===== src/rtl/imem_loader_pkg.sv =====
// Shared processor package: instruction-memory geometry defaults and the
// program-loader FSM state encoding.
package imem_loader_pkg;

  localparam int IMEM_DEPTH  = 64;
  localparam int IMEM_ADDR_W = 6;

  typedef enum logic [2:0] {
    ST_IDLE  = 3'd0,
    ST_HDR   = 3'd1,
    ST_DATA  = 3'd2,
    ST_WRITE = 3'd3,
    ST_DONE  = 3'd4,
    ST_ERR   = 3'd5
  } loader_state_e;

endpackage


===== src/rtl/imem_loader.sv =====
// Streams a header byte (word count) plus little-endian words into the
// external instruction memory, holding the core in reset until a load succeeds.
module imem_loader
  import imem_loader_pkg::*;
#(
  parameter int DEPTH  = IMEM_DEPTH,
  parameter int ADDR_W = IMEM_ADDR_W
) (
  input  logic              clk,
  input  logic              rst,
  input  logic              start,
  input  logic              byte_valid,
  input  logic [7:0]        byte_data,
  output logic              byte_ready,
  output logic              mem_we,
  output logic [ADDR_W-1:0] mem_waddr,
  output logic [31:0]       mem_wdata,
  output logic              cpu_rst,
  output logic              done,
  output logic              err
);

  loader_state_e     state_q, state_d;
  logic [7:0]        n_q, n_d;
  logic [ADDR_W:0]   idx_q, idx_d;
  logic [1:0]        byte_cnt_q, byte_cnt_d;
  logic [23:0]       shift_q, shift_d;
  logic [ADDR_W-1:0] waddr_q, waddr_d;
  logic [31:0]       wdata_q, wdata_d;
  logic              accept;

  // Gating with rst keeps a reset cycle free of byte transfers and writes.
  assign byte_ready = !rst && ((state_q == ST_HDR) || (state_q == ST_DATA));
  assign mem_we     = !rst && (state_q == ST_WRITE);
  assign accept     = byte_valid && byte_ready;

  assign mem_waddr  = waddr_q;
  assign mem_wdata  = wdata_q;
  assign cpu_rst    = (state_q != ST_DONE);
  assign done       = (state_q == ST_DONE);
  assign err        = (state_q == ST_ERR);

  always_comb begin
    state_d    = state_q;
    n_d        = n_q;
    idx_d      = idx_q;
    byte_cnt_d = byte_cnt_q;
    shift_d    = shift_q;
    waddr_d    = waddr_q;
    wdata_d    = wdata_q;

    case (state_q)
      ST_IDLE, ST_DONE, ST_ERR: begin
        if (start) begin
          state_d    = ST_HDR;
          idx_d      = '0;
          byte_cnt_d = '0;
          shift_d    = '0;
        end
      end

      ST_HDR: begin
        if (accept) begin
          n_d = byte_data;
          if (byte_data == 8'd0) begin
            state_d = ST_DONE;
          end else if (32'(byte_data) > DEPTH) begin
            state_d = ST_ERR;
          end else begin
            state_d = ST_DATA;
          end
        end
      end

      // Earlier bytes slide down so byte k lands at bits [8k+7:8k].
      ST_DATA: begin
        if (accept) begin
          shift_d = {byte_data, shift_q[23:8]};
          if (byte_cnt_q == 2'd3) begin
            state_d    = ST_WRITE;
            byte_cnt_d = '0;
            waddr_d    = idx_q[ADDR_W-1:0];
            wdata_d    = {byte_data, shift_q};
          end else begin
            byte_cnt_d = byte_cnt_q + 2'd1;
          end
        end
      end

      // idx carries one spare bit so reaching DEPTH never wraps to zero.
      ST_WRITE: begin
        idx_d = idx_q + (ADDR_W + 1)'(1);
        if (32'(idx_q) + 32'd1 == 32'(n_q)) begin
          state_d = ST_DONE;
        end else begin
          state_d = ST_DATA;
        end
      end

      default: begin
        state_d = ST_IDLE;
      end
    endcase
  end

  always_ff @(posedge clk) begin
    if (rst) begin
      state_q    <= ST_IDLE;
      n_q        <= '0;
      idx_q      <= '0;
      byte_cnt_q <= '0;
      shift_q    <= '0;
      waddr_q    <= '0;
      wdata_q    <= '0;
    end else begin
      state_q    <= state_d;
      n_q        <= n_d;
      idx_q      <= idx_d;
      byte_cnt_q <= byte_cnt_d;
      shift_q    <= shift_d;
      waddr_q    <= waddr_d;
      wdata_q    <= wdata_d;
    end
  end

endmodule


===== config.mk =====
export PLATFORM = sky130hd
export DESIGN_NAME = imem_loader
export DESIGN_NICKNAME = d
export VERILOG_FILES = /design/src/rtl/imem_loader_pkg.sv /design/src/rtl/imem_loader.sv
export SDC_FILE = /design/constraint.sdc
export NUM_CORES = 1
export LEC_CHECK = 0
export ABC_AREA = 1
export BUFFER_PORTS_ARGS = -buffer_cell sky130_fd_sc_hd__buf_2
export CAP_MARGIN = 40
export CELL_PAD_IN_SITES_DETAIL_PLACEMENT = 1
export CELL_PAD_IN_SITES_GLOBAL_PLACEMENT = 1
export CORE_AREA = 2 2 113 115
export DETAILED_ROUTE_END_ITERATION = 12
export DIE_AREA = 0 0 115 117
export PLACE_DENSITY = 0.68
export SKIP_CTS_REPAIR_TIMING = 1
export SYNTH_ARGS = -nofsm -noshare
export SYNTH_HDL_FRONTEND = slang
export SYNTH_SLANG_ARGS = --single-unit

===== constraint.sdc =====
create_clock -name clk -period 1.8 [get_ports clk]
set_input_delay 0 -clock clk [delete_from_list [all_inputs] [get_ports clk]]
set_output_delay 0 -clock clk [all_outputs]
set_load 0.01 [all_outputs]

# [After elaboration in Yosys (flattened, before gate mapping)]
# Cells that the tools add are included.
[word_totals] ff_bits=82 input_bits=12 output_inout_bits=43
[op_classes] n_addsub=3 n_lt_le_gt_ge=1 n_eq_ne=12 mux=17 reduce_logical=15
[ops] operator="$mux 24" count=2
[ops] operator="$pmux 24 s2" count=1
[ops] operator="$mux 3" count=7
[ops] operator="$pmux 7 s2" count=1
[ops] operator="$pmux 3 s4" count=1
[ops] operator="$add 7x1->8 const B" count=1
[ops] operator="$eq 8x8->1" count=1
[ops] operator="$gt 8x7->1 const B" count=1
[ops] operator="$logic_not 8->1" count=1
[ops] operator="$add 7x1->7 const B" count=1
[ops] operator="$mux 7" count=1
[ops] operator="$eq 3x2->1 const B" count=2
[ops] operator="$eq 3x3->1 const B" count=2
[ops] operator="$mux 2" count=3
[ops] operator="$ne 2x2->1 const B" count=3
[ops] operator="$reduce_and 3->1" count=2
[ops] operator="$pmux 2 s2" count=1
[ops] operator="$reduce_and 2->1" count=2
[ops] operator="$reduce_and 4->1" count=1
[ops] operator="$reduce_bool 2->1" count=2
[ops] operator="$eq 3x1->1 const B" count=1
[ops] operator="$logic_and 1x1->1" count=3
[ops] operator="$logic_not 3->1" count=1
[ops] operator="$ne 3x3->1 const B" count=1
[ops] operator="6 further kinds" count=6

# [Depth between registers and ports, before layout]
[logic_depth] word_depth=6 depth_mapped=14

# [Least setup slack after synthesis]
# OpenSTA, ideal clock, no wires.
[synth_path] path_kind="register to register" from="register idx_q[1]" to="register state_q[1]" arrival_time_ns=1.423 required_ns=1.668 slack_ns=0.245 stages_incl_launch_ff=15 path_buffers=0 cell_sequence="dfxtp_1 ha_1 nand2_1 nor2_1 nand2_1 nand2_1 nand2_1 nand2_1 inv_1 nor2_1 nand3_1 nand2_1 nand2_1 nand2_1 a21oi_1"
[synth_via] elab_chain_cells=4
[synth_lines] item="start, declared" line_no="imem_loader.sv:25" source="logic [ADDR_W:0] idx_q, idx_d;"
[synth_lines] item="start signal, assigned" line_no="imem_loader.sv:118" source="idx_q <= idx_d;"
[synth_lines] item="$add 7x1->8" line_no="imem_loader.sv:93" source="if (32'(idx_q) + 32'd1 == 32'(n_q)) begin"
[synth_lines] item="$eq 8x8->1" line_no="imem_loader.sv:93"
[synth_lines] item="$mux 3" line_no="imem_loader.sv:93"
[synth_lines] item="$pmux 3 s4" line_no="imem_loader.sv:52" source="case (state_q)"
[synth_lines] item="end signal, assigned" line_no="imem_loader.sv:116" source="state_q <= state_d;"
[synth_lines] item="end, declared" line_no="imem_loader.sv:23" source="loader_state_e state_q, state_d;"
# Every way passes these cells.
# A chain may end at the register's enable or synchronous reset.

# [Worst setup path after layout]
[layout_path] from="register state_q[0]" to="register wdata_q[7] (netlist: mem_wdata[7])"
[layout_via] elab_chain_cells=5 elab_cells_between_ends=6
[layout_lines] item="$eq 3x1->1 or $eq 3x2->1 (tied branches)" line_no="imem_loader.sv:33, imem_loader.sv:52"
[layout_lines] item="$logic_or 1x1->1" line_no="imem_loader.sv:33" source="assign byte_ready = !rst && ((state_q == ST_HDR) || (state_q == ST_DATA));"
[layout_lines] item="$logic_and 1x1->1" line_no="imem_loader.sv:33"
[layout_lines] item="$logic_and 1x1->1" line_no="imem_loader.sv:35" source="assign accept = byte_valid && byte_ready;"
[layout_lines] item="$reduce_and 3->1 (no line) (*)"
[layout_lines] item="end signal, assigned" line_no="imem_loader.sv:122" source="wdata_q <= wdata_d;"
[layout_lines] item="end, declared" line_no="imem_loader.sv:29" source="logic [31:0] wdata_q, wdata_d;"
# Every way passes the cells marked *; elsewhere a longest branch is shown, timed or not.

==> reports/metrics.csv <==
metric,value,unit
status,"finished, violations left",
failing checks,negative hold slack,
worst hold path endpoint,mem_wdata[26],
die area,13460,µm²
"Net count, final",538,
Post-synth EDFFs,0,
"Cell Area, Synth",3500,µm²
global route overflow,0,
Vias,3247,
worst flop-to-flop path startpoint,state_q[0],
TritonCTS Buffers,9,
ant diodes,0,
CORE AREA,12310,µm²
"non-filler cells, final",679,
number of global-route vias before repair,3217,
clock root buffer,clkbuf_16,
setup TNS,0,ns
largest net degree at the start of global routing,55,
Fmax achieved,0.5867,GHz
Hold Path Class,in2reg,
Max Cap Viol,0,
placed cells,657,
crit path DAT,1.93,ns
maximum vdd drop,0.3101,mV
Leak,1.707,nW
global-route wire length before repair,16.01,mm
period utilisation layout,0.9468,
worst-path cell chain,inv_2 > nand3_2 > nand2_1 > inv_2 > nor2_4 > nand2_2 > inv_2 > nand3_4 > buf_4 > o21ai_0 > nor2_1,
Slew @ Worst Pin,0.6384,ns
HPWL Detailed,7.042,mm
Mean Syn Cell Area,7.526,µm²
Layout area overhead,24.63,%
cell accounting for the most synthesized area,dfxtp_1,
Synth Register Bits,82,
post-layout min period,1.704,ns
kind of critical path,reg2reg,
clock tree buffer depth,2,
# IOs,55,
WP buf/inv,4,
max-slew violations,0,
htree depth,3,
Final Hold Fails,4,
"delay-heaviest family, CP",simple AND/OR/NAND/NOR gates,
Worst Skew,0.01022,ns
overall power,4.672,mW
warnings from Yosys,0,
vias per inst,4.782,
DRC errors left,0,
Setup-failing EPs final,0,
Worst EP required,2.03,ns
ranking of synthesized cells by area,"dfxtp_1 47%, nand2_1 13%, a21oi_1 9.0%",
placed inst area,3943,µm²
"Largest stage delay, worst path",0.36,ns
Netlist cell types,30,
Reg2Reg Depth,11,
"setup slack, reg-to-reg",0.1,ns
CP startpoint kind,flip-flop,
worst-path maximum fanout,19,
Finished Cell Area,4362,µm²
later-pin clock latency in the skew report,0.34,ns
Worst Hold Slack,-0.01674,ns
post-synth top area share,0.4691,
Critical Path Most Common Cell,inv_2,
Routed WL,9.916,mm
Slew HR,0.5740,
final setup margin,0.09569,ns
antenna violations before repair,0,
Filler cells,1521,
number of iterations in the first detailed-routing pass,4,
"most common cell after layout, fill and taps aside",nand2_1,
initial DRC count,163,
Die X,115,µm
num rows,41,
instance count on the critical path,11,
Post-synth top flop,dfxtp_1,
worst slack at placement,-0.002292,ns
pwr/cell area,1071,nW/µm²
clock sinks,82,
Routed Antenna Nets,0,
most frequent cells in the layout,"119 x nand2_1, 79 x dfxtp_1, 63 x a21oi_1, 54 x buf_2, 42 x nand3_1",
layout cells sized above 1,0.2363,
Die Span Y,117,µm
Total GRT Usage,0.1513,
GPL Wtd Cong,0.8141,
register area share after synthesis,0.4691,
cells after synthesis,465,
worst hold path startpoint,byte_data[2],
wire per inst,14.60,µm
Buffers on Ports,54,
clock-pin slew on the worst setup and hold paths,0.06,ns
Initial Util,0.2842,
endpoint type of the worst setup path,flip-flop,
Async SR Flop Fraction,0,
CTS tree,done,
final core utilization,0.3543,
Hold Crit Depth,3,
RSZ-0062 raised after global routing,yes,
Reg-to-Reg End,mem_wdata[7],
Critical-path top delay cell,dfxtp_1,
Syn Nets,479,
==> worst reg2reg max path, delay by kind of cell (launching register included) <==
| family | cells | cell delay [ns] |
|---|---|---|
| AND/OR/NAND/NOR | 6 | 0.51 |
| buffers and inverters | 4 | 0.48 |
| flip-flops | 1 | 0.36 |
| AO/OA/AOI/OAI | 1 | 0.25 |
==> synth_stat cells (2+ instances only) <==
cell / instances
buf_2: 8
dfxtp_1: 82
nor2_1: 35
ha_1: 2
a21oi_2: 8
nand3_1: 42
inv_2: 7
nand3_2: 12
a21oi_1: 63
inv_1: 26
nand3_4: 2
buf_4: 4
buf_1: 2
nand2_2: 2
o21ai_0: 25
o21ai_1: 3
buf_6: 2
clkbuf_1: 8
nand2_1: 121
==> per-layer routing <==
metal / routed length, µm / share of wire / vias to the layer above / GRT usage
met3: 283 / 0.029 / 11 / 0.03193
met2: 4800 / 0.48 / 39 / 0.2576
met1: 4710 / 0.47 / 1556 / 0.1914
met4: 121 / 0.012 / 0 / 0.05060
li1: - / - / 1641 / -
met5: 0 / 0 / - / 0
==> flip-flops by register name, indices dropped and copies added, names as in the netlist <==
| register | cells |
|---|---|
| shift_q | 24 |
| n_q | 8 |
| state_q | 3 |
| mem_wdata | 32 |
| byte_cnt_q | 2 |
| idx_q | 7 |
| mem_waddr | 6 |
==> cells by family (layout without fill, tap and decap cells) <==
logic type / count (synthesis) / in the layout / share of synthesized area
buffers and inverters: 58 / 122 / 0.07437
AND/OR/NAND/NOR: 219 / 219 / 0.2864
adder cells (fa/ha/maj): 2 / 2 / 0.007149
XOR/XNOR: 2 / 2 / 0.005006
AO/OA/AOI/OAI: 102 / 102 / 0.1580
flip-flops: 82 / 82 / 0.4691
==> power by group <==
part | switching, mW | internal (mW) | leakage (nW)
registers | 0.0404 | 1.86 | 0.662
logic | 0.619 | 0.259 | 0.899
clock network | 0.773 | 1.12 | 0.146
total | 1.43 | 3.24 | 1.71
==> worst max-delay path by stage <==
stage	startpoint	endpoint	slack [ns]
6_report	state_q[0]	mem_wdata[7]	0.1
5_1_grt	state_q[0]	mem_waddr[2]	-0.04
4_1_cts	idx_q[0]	state_q[2]	-0.01
3_5_place_dp	idx_q[0]	state_q[2]	-0.002
3_3_place_gp	idx_q[0]	state_q[1]	0.07
2_1_floorplan	idx_q[1]	state_q[1]	0.24
==> layout make-up <==
cell class              count  area, µm²  area share
clock buffers              10      239.0     0.05479
clock inverters             6      71.32     0.01635
inverters                  34      132.6     0.03041
multi-input cells         325       1633      0.3744
flip-flops and latches     82       1645      0.3772
well taps                 150      187.7     0.04303
repair buffers             72      452.9      0.1038
No activity file was read; power rests on OpenSTA's default activity.
